<file path="config.mk">
export PLATFORM = sky130hd
export DESIGN_NAME = pokey_pot_scanner
export DESIGN_NICKNAME = d
export VERILOG_FILES = /design/src/rtl/pokey_pkg.sv /design/src/rtl/pot_channel.sv /design/src/rtl/pokey_pot_scanner.sv
export SDC_FILE = /design/constraint.sdc
export NUM_CORES = 1
export LEC_CHECK = 0
export ABC_AREA = 1
export CAP_MARGIN = 20
export CORE_ASPECT_RATIO = 1.1
export CORE_UTILIZATION = 54
export CTS_CLUSTER_DIAMETER = 80
export DETAILED_ROUTE_END_ITERATION = 8
export PLACE_DENSITY = 0.86
export SLEW_MARGIN = 20
export SYNTH_ARGS = -nofsm -noshare
export SYNTH_HDL_FRONTEND = slang
export SYNTH_SLANG_ARGS = --single-unit
</file>
<file path="constraint.sdc">
create_clock -name o2 -period 2.84 [get_ports o2]
set_input_delay 0.284 -clock o2 [delete_from_list [all_inputs] [get_ports o2]]
set_output_delay 0.284 -clock o2 [all_outputs]
set_load 0.05 [all_outputs]
</file>
<file path="src/rtl/pokey_pkg.sv">
// Shared types and default timing constants for the POKEY blocks.
package pokey_pkg;

    typedef enum logic [1:0] {
        POT_IDLE,
        POT_DUMP,
        POT_SCAN
    } pot_state_t;

    localparam int unsigned POT_MAX_COUNT_DEF   = 228;
    localparam int unsigned POT_DUMP_CYCLES_DEF = 4;

endpackage

</file>
<file path="src/rtl/pot_channel.sv">
// One paddle channel: comparator synchroniser, latched count and scan-in-progress bit.
module pot_channel #(
    parameter int unsigned CNT_W       = 8,
    parameter int unsigned MAX_COUNT   = 228,
    parameter int unsigned SYNC_STAGES = 2
) (
    input  logic             o2,
    input  logic             n_reset,
    input  logic             pot_in,
    input  logic             clear,
    input  logic             scan_en,
    input  logic             force_max,
    input  logic [CNT_W-1:0] counter,
    output logic [CNT_W-1:0] pot_val,
    output logic             allpot
);

    logic [SYNC_STAGES-1:0] sync_q;
    logic                   seen;

    assign seen = sync_q[SYNC_STAGES-1];

    always_ff @(posedge o2 or negedge n_reset) begin
        if (!n_reset) begin
            sync_q  <= '0;
            pot_val <= '0;
            allpot  <= 1'b0;
        end else begin
            sync_q <= (sync_q << 1) | SYNC_STAGES'(pot_in);
            if (clear) begin
                allpot <= 1'b1;
            end else if (allpot && scan_en && (seen || force_max)) begin
                // A crossing on the terminal tick still reads as the terminal count.
                pot_val <= force_max ? CNT_W'(MAX_COUNT) : counter;
                allpot  <= 1'b0;
            end
        end
    end

endmodule

</file>
<file path="src/rtl/pokey_pot_scanner.sv">
// N-channel pot scanner: capacitor dump, scan counter and per-channel count latching.
module pokey_pot_scanner
    import pokey_pkg::*;
#(
    parameter int unsigned NUM_POTS    = 8,
    parameter int unsigned CNT_W       = 8,
    parameter int unsigned MAX_COUNT   = POT_MAX_COUNT_DEF,
    parameter int unsigned DUMP_CYCLES = POT_DUMP_CYCLES_DEF,
    parameter int unsigned SYNC_STAGES = 2
) (
    input  logic                      o2,
    input  logic                      n_reset,
    input  logic                      potgo,
    input  logic                      fast_scan,
    input  logic                      scan_clk_en,
    input  logic [NUM_POTS-1:0]       pot_in,
    output logic [NUM_POTS-1:0]       pot_dump,
    output logic [NUM_POTS*CNT_W-1:0] pot_val,
    output logic [NUM_POTS-1:0]       allpot,
    output logic                      scan_busy,
    output logic                      scan_done
);

    localparam int unsigned        TIMER_W   = (DUMP_CYCLES > 1) ? $clog2(DUMP_CYCLES) : 1;
    localparam logic [CNT_W-1:0]   MAX_CNT   = CNT_W'(MAX_COUNT);
    localparam logic [TIMER_W-1:0] DUMP_LAST = TIMER_W'(DUMP_CYCLES - 1);

    pot_state_t         state;
    logic [CNT_W-1:0]   counter;
    logic [TIMER_W-1:0] timer;
    logic               dump;
    logic               tick;
    logic               at_max;
    logic               scan_en;
    logic               force_max;
    logic               all_clear;

    assign tick      = fast_scan | scan_clk_en;
    assign at_max    = (counter == MAX_CNT);
    // A restart strobe wins over any latching in the same cycle.
    assign scan_en   = (state == POT_SCAN) & ~potgo;
    assign force_max = scan_en & tick & at_max;
    assign all_clear = ~|allpot;
    assign pot_dump  = {NUM_POTS{dump}};

    always_ff @(posedge o2 or negedge n_reset) begin
        if (!n_reset) begin
            state     <= POT_IDLE;
            counter   <= '0;
            timer     <= '0;
            dump      <= 1'b0;
            scan_busy <= 1'b0;
            scan_done <= 1'b0;
        end else begin
            scan_done <= 1'b0;
            if (potgo) begin
                state     <= POT_DUMP;
                counter   <= '0;
                timer     <= '0;
                dump      <= 1'b1;
                scan_busy <= 1'b1;
            end else begin
                unique case (state)
                    POT_IDLE: begin
                    end
                    POT_DUMP: begin
                        if (timer == DUMP_LAST) begin
                            state <= POT_SCAN;
                            dump  <= 1'b0;
                        end else begin
                            timer <= timer + 1'b1;
                        end
                    end
                    POT_SCAN: begin
                        if ((tick && at_max) || all_clear) begin
                            state     <= POT_IDLE;
                            scan_busy <= 1'b0;
                            scan_done <= 1'b1;
                        end else if (tick) begin
                            counter <= counter + 1'b1;
                        end
                    end
                    default: state <= POT_IDLE;
                endcase
            end
        end
    end

    for (genvar n = 0; n < NUM_POTS; n++) begin : g_chan
        pot_channel #(
            .CNT_W      (CNT_W),
            .MAX_COUNT  (MAX_COUNT),
            .SYNC_STAGES(SYNC_STAGES)
        ) u_chan (
            .o2       (o2),
            .n_reset  (n_reset),
            .pot_in   (pot_in[n]),
            .clear    (potgo),
            .scan_en  (scan_en),
            .force_max(force_max),
            .counter  (counter),
            .pot_val  (pot_val[n*CNT_W +: CNT_W]),
            .allpot   (allpot[n])
        );
    end

endmodule

</file>
==> Word level (Yosys, flattened, before mapping) <==
Cells that the tools add are included.
{ "totals": {"regBits": 103, "input_bits": 13, "out_inout_bits": 82, "elab_cells": 146} }
{ "classes": {"add_sub_neg": 2, "eq_ne": 9, "n_mux": 37, "bitwise_logic": 13, "n_reduce_logical": 55} }
{ "ops": {"columns": ["cell", "n"], "rows": [
  ["two-way mux 8 bit", 5],
  ["nonzero test 2 bit", 13],
  ["two-way mux 1 bit", 25],
  ["AND reduction 2 bit", 11],
  ["logical AND 1 bit", 17],
  ["OR 2 x 1 -> 2 bit", 8],
  ["two-way mux 2 bit", 6],
  ["logical OR 1 bit", 9],
  ["adder 8 x 1 -> 8 bit, second input constant", 1],
  ["== test 8 bit, second input constant", 1],
  ["OR reduction 8 bit", 1],
  ["!= test 2 bit, second input constant", 3],
  ["one-hot mux 2 bit (3 select lines)", 1],
  ["AND reduction 3 bit", 2],
  ["== test 2 bit, second input constant", 2],
  ["AND 1 bit", 3],
  ["!= test 3 x 2 -> 1 bit, second input constant", 1],
  ["!= test 3 bit, second input constant", 1],
  ["adder 2 x 1 -> 2 bit, second input constant", 1],
  ["== test 2 x 1 -> 1 bit, second input constant", 1],
  ["zero test 2 bit", 1],
  ["zero test 1 bit", 1],
  ["inverter 1 bit", 1],
  ["OR 1 bit", 1]
]} }

==> Logic depth before layout (Yosys ltp) <==
{ "depth": {"word_depth": 8, "depth_mapped": 11, "mapped_depth_nobuf": 9} }

==> Hierarchy <==
From an unflattened synthesis, not the netlist that was laid out.
{ "unflattened": {"hier_cells": 612, "area_unflattened_um2": 5275.1} }
{ "by_module_without_submodules": {"columns": ["mod", "n_inst", "cells_each", "area_per_inst_um2", "seq_area_each_um2"], "rows": [
  ["pot_channel", 8, 59, 536.8, 275.3],
  ["pokey_pot_scanner", 1, 140, 980.9, 375.4]
]} }

==> Worst setup path before layout <==
No wires, ideal clock.
{ "synth_timing": {"path_kind": "reg-to-reg", "startpoint": "reg counter[0]", "endpoint": "reg g_chan[7].u_chan.pot_val[6]", "setup_ns": 0.123, "arrival_ns": 1.412, "required_ns": 2.717, "path_slack_ns": 1.305, "stages_incl_launch_ff": 12, "path_buffers": 2, "period_less_slack_ns": 1.535, "path_cell_list": "dfrtp_1 inv_1 ha_1 nand2_1 nor2_1 nand3_2 buf_6 nand2_4 nand2_4 buf_6 nand2_1 o21ai_2"} }
{ "synth_via": {"elab_chain_len": 5, "word_cells_on_any_way": 6, "cone_classes": "1 x eq/ne; 1 x mux; 1 x bitwise; 3 x reduce/logical"} }
{ "synth_rtl": {"columns": ["item", "line_no", "rtl"], "rows": [
  ["start, declared", "pokey_pot_scanner.sv:29", "logic [CNT_W-1:0] counter;"],
  ["start signal, assigned", "pokey_pot_scanner.sv:80", "counter <= counter + 1'b1;"],
  ["== test 8 bit *", "pokey_pot_scanner.sv:39", "assign at_max = (counter == MAX_CNT);"],
  ["AND 1 bit *", "pokey_pot_scanner.sv:42", "assign force_max = scan_en & tick & at_max;"],
  ["logical OR 1 bit", "pot_channel.sv:32", "end else if (allpot && scan_en && (seen || force_max)) begin"],
  ["logical AND 1 bit", "pot_channel.sv:32", null],
  ["AND reduction 2 bit (no line)", null, null],
  ["end signal, assigned", "pot_channel.sv:34", "pot_val <= force_max ? CNT_W'(MAX_COUNT) : counter;"],
  ["end, declared", "pot_channel.sv:14", "output logic [CNT_W-1:0] pot_val,"]
]} }
Every way passes the cells marked *; elsewhere a longest branch is shown, timed or not.
A chain may end at the register's enable or synchronous reset.

==> Worst setup path in the final report <==
{ "layout_timing": {"startpoint": "reg counter[0]", "endpoint": "reg counter[0]"} }
{ "layout_via": {"elab_chain_len": 5, "word_cells_on_any_way": 10, "cone_classes": "1 x add/sub; 2 x eq/ne; 4 x mux; 3 x reduce/logical"} }
{ "layout_rtl": {"columns": ["item", "line_no", "rtl"], "rows": [
  ["adder 8 x 1 -> 8 bit / == test 8 bit (equally long branches)", "pokey_pot_scanner.sv:80, pokey_pot_scanner.sv:39", null],
  ["two-way mux 8 bit / logical AND 1 bit (equally long branches)", "pokey_pot_scanner.sv:79, pokey_pot_scanner.sv:75", null],
  ["two-way mux 8 bit / logical OR 1 bit (equally long branches)", "pokey_pot_scanner.sv:75", "if ((tick && at_max) || all_clear) begin"],
  ["two-way mux 8 bit / != test 2 bit (equally long branches)", null, null],
  ["two-way mux 8 bit / AND reduction 3 bit (equally long branches)", null, null]
]} }
Several ways; a longest one is shown, not always the timed one. The select of a mux whose other input is x is not followed.

==> impl_metrics.csv <==
group,metric,value,unit
status,status,"complete, but fails checks",
status,failed_checks,"hold timing",
placed_design,gp_congestion,0.8389,
global_route,grt_first_pass_wirelength,15330,µm
placed_design,io_buffers,94,
die,num_rows,33,
die,coreArea,0.007515,mm²
sta,tightest_slew,0.7291,ns
setup_path,reg2reg_to,"counter[0]$_DFFE_PN0P_",
global_route,grt_usage,25.54,%
clock_network,clock_latency,0.36,ns
sta,clock.fmax,494.0,MHz
die,start_util,56.09,%
sta,relSlewSlack,51.40,%
setup_path,rr_worst_depth,10,
clock_network,clk_pin_slew,0.09,ns
synth,synth_warnings,0,
synth,yosysTopAreaCellShare,61.15,%
synth,ys_async_sr_fraction,100.0,%
setup_path,cp-start-kind,"register",
sta,fin_tns_setup,0,ns
clock_network,cts_root_buf,"clkbuf_8",
power_and_ir_drop,vdd_drop_max,0.3688,mV
finish,drive_gt1_share,8.008,%
die,ios,95,
synth,ys_seq_area_share,61.15,%
setup_path,end_kind,"register",
synth,syn_nets,444,
sta,drv_slew,0,
synth,synth_common_cells,"nand2_1, dfrtp_1, o21ai_1, nor2_1, inv_1",
routing,vias,3250,
clock_network,cts_tree,"yes",
setup_path,crit_fanout,9,
synth,syn_area_per_cell,9.849,µm²
sta,hold_slack,-0.02689,ns
synth,synth_cell_types,24,
setup_path,timing.rr.start,"counter[0]$_DFFE_PN0P_",
global_route,overflow,0,
clock_network,cts-hold-fix-buffers,0,
routing,first_pass_iters,5,
clock_network,cts_made_buffers,9,
sta,final_hold_viol_count,52,
synth,synthCells,428,
finish,area_growth,25.17,%
routing,via_per_inst,5.267,
clock_network,cts_sinks,103,
synth,synth_area_leaders,"dfrtp_1, nand2_1, o21ai_1",
synth,ys_ff_latch,103,
clock_network,clockBufferDepth,2,
setup_path,max_stage_delay,0.46,ns
setup_path,slowest_stage,"dfrtp_1",
sta,rsz0062_at_grt,"false",
routing,postRouteAntennaNets,0,
setup_path,worst_path_most_repeated_cell,"nand2_1",
routing,drt_iter0_drc,236,
setup_path,critical_path_class,"register to register",
power_and_ir_drop,powerDensity,536.6,mW/mm²
clock_network,postCtsSetupBuffers,0,
setup_path,crit_family,"simple AND/OR/NAND/NOR gates",
sta,timing.final.crit_share,71.28,%
die,fp.dieH,94.67,µm
routing,routed_wl,9368,µm
routing,drc_errors,0,
finish,fin_nets,523,
sta,fin_skew,0.008330,ns
global_route,grt_max_degree,61,
sta,fin_crit,2.024,ns
finish,antenna_cells,0,
global_route,grt_pass1_vias,3073,
die,fp.dieW,86.24,µm
synth,synth_edf_count,0,
power_and_ir_drop,leakage,2.465,nW
clock_network,cts_resized,0,
setup_path,critical_path_arrival,2.28,ns
setup_path,cp_data_required_time,3.10,ns
routing,routedWlPerCell,15.18,µm
worst_hold_path,hold_class,"primary input to asynchronous set/reset pin",
flow_run,drv_cap,0,
sta,setup_viol,0,
synth,yosys.area.top_type,"dfrtp_1",
setup_path,crit_buf_inv,2,
global_route,antenna_found_initial,0,
die,fp.dieArea,0.008164,mm²
synth,yosysMostFrequentCell,"nand2_1",
setup_path,timing.reg2reg.setup_slack,0.82,ns
synth,synthFlopType,"dfrtp_1",
synth,syn_area,0.004215,mm²
placed_design,hpwlAfterDp,6431,µm
setup_path,path_cells,"inv_1, ha_1, nand2_1, nor2_1, nand3_2, buf_4, nand3_2, nand2_2, nand2_1, nand2_1",
clock_network,htree_levels,3,
[worst max-delay path by stage]
stage | startpoint | endpoint | slack (ns) | cells after the start
floorplan | counter[0]$_DFFE_PN0P_ | g_chan[7].u_chan.pot_val[6]$_DFFE_PN0P_ | 1.30 | 11
global placement | potgo | g_chan[4].u_chan.pot_val[0]$_DFFE_PN0P_ | 0.66 | 7
global route | counter[0]$_DFFE_PN0P_ | counter[1]$_DFFE_PN0P_ | 0.66 | 10
finish | counter[0]$_DFFE_PN0P_ | counter[0]$_DFFE_PN0P_ | 0.82 | 10
detailed placement | potgo | g_chan[4].u_chan.pot_val[7]$_DFFE_PN0P_ | 0.60 | 7
CTS | dump$_DFFE_PN0P_ | pot_dump[7] | 0.81 | 1
[final cells by class]
class | count | area, µm²
Inverter | 30 | 112.6
Clock buffer | 11 | 131.4
Timing Repair Buffer | 97 | 973.4
Multi-Input combinational cell | 266 | 1294
Tap cell | 105 | 131.4
Fill cell | 548 | 2238
Clock inverter | 5 | 56.30
Sequential cell | 103 | 2577
[where the power goes]
part	switching (W)	leakage (nW)	internal, W
combinational	0.000267	1.03	0.000123
sequential	0.0000397	1.34	0.00151
clock	0.000478	0.0937	0.000409
[cells by family after synthesis]
group | Yosys count | share of synthesized area [%]
AO/OA/AOI/OAI | 68 | 8.400
flip-flops | 103 | 61.15
buffers and inverters | 59 | 8.163
adder cells (fa/ha/maj) | 3 | 0.8906
AND/OR/NAND/NOR | 192 | 20.78
XOR/XNOR | 3 | 0.6234
[metrics by stage]
step	cell area, µm²	total power (W)	instances	utilization (%)	setup slack, ns
2_1_floorplan	4215	0.001851	428	-	1.305
3_3_place_gp	5089	0.001964	601	67.72	0.6628
3_5_place_dp	5089	0.001974	601	67.72	0.5976
4_1_cts	5276	0.002847	617	70.21	0.8070
5_1_grt	5276	0.002949	617	70.21	0.6622
6_report	5276	0.002831	617	70.21	0.8156
[per-layer routing]
metal / track usage, % / part of all wire, % / vias to the layer above / wire length, µm
li1: - / - / 1495 / -
met1: 33.02 / 41 / 1572 / 3812
met2: 40.15 / 48 / 146 / 4507
met3: 5.245 / 5.6 / 37 / 523
met4: 15.14 / 5.6 / 0 / 524
met5: 0 / 0 / - / 0
[cell usage in the layout, fill, tap and decap left out, types with 2 or more instances in the layout]
master and n:
o21ai_2 3, clkbuf_8 9, clkdlybuf4s50_1 93, nand2_4 14
clkinv_2 2, nand4_1 2, dfrtp_1 103, nand2_1 125
buf_4 3, ha_1 3, nor2_1 30, o21ai_1 53
inv_1 28, xor2_1 2, o21ai_0 11, nand3_2 2
inv_2 2, clkbuf_1 2, nand3_1 15
[flip-flops by register name (all words and copies together), names as in the netlist]
register and cells:
counter 8, dump 1, g_chan.u_chan.allpot 8, g_chan.u_chan.pot_val 64, g_chan.u_chan.sync_q 16, scan_busy 1
scan_done 1, state 2, timer 2
(Power assumes the default switching activity.)
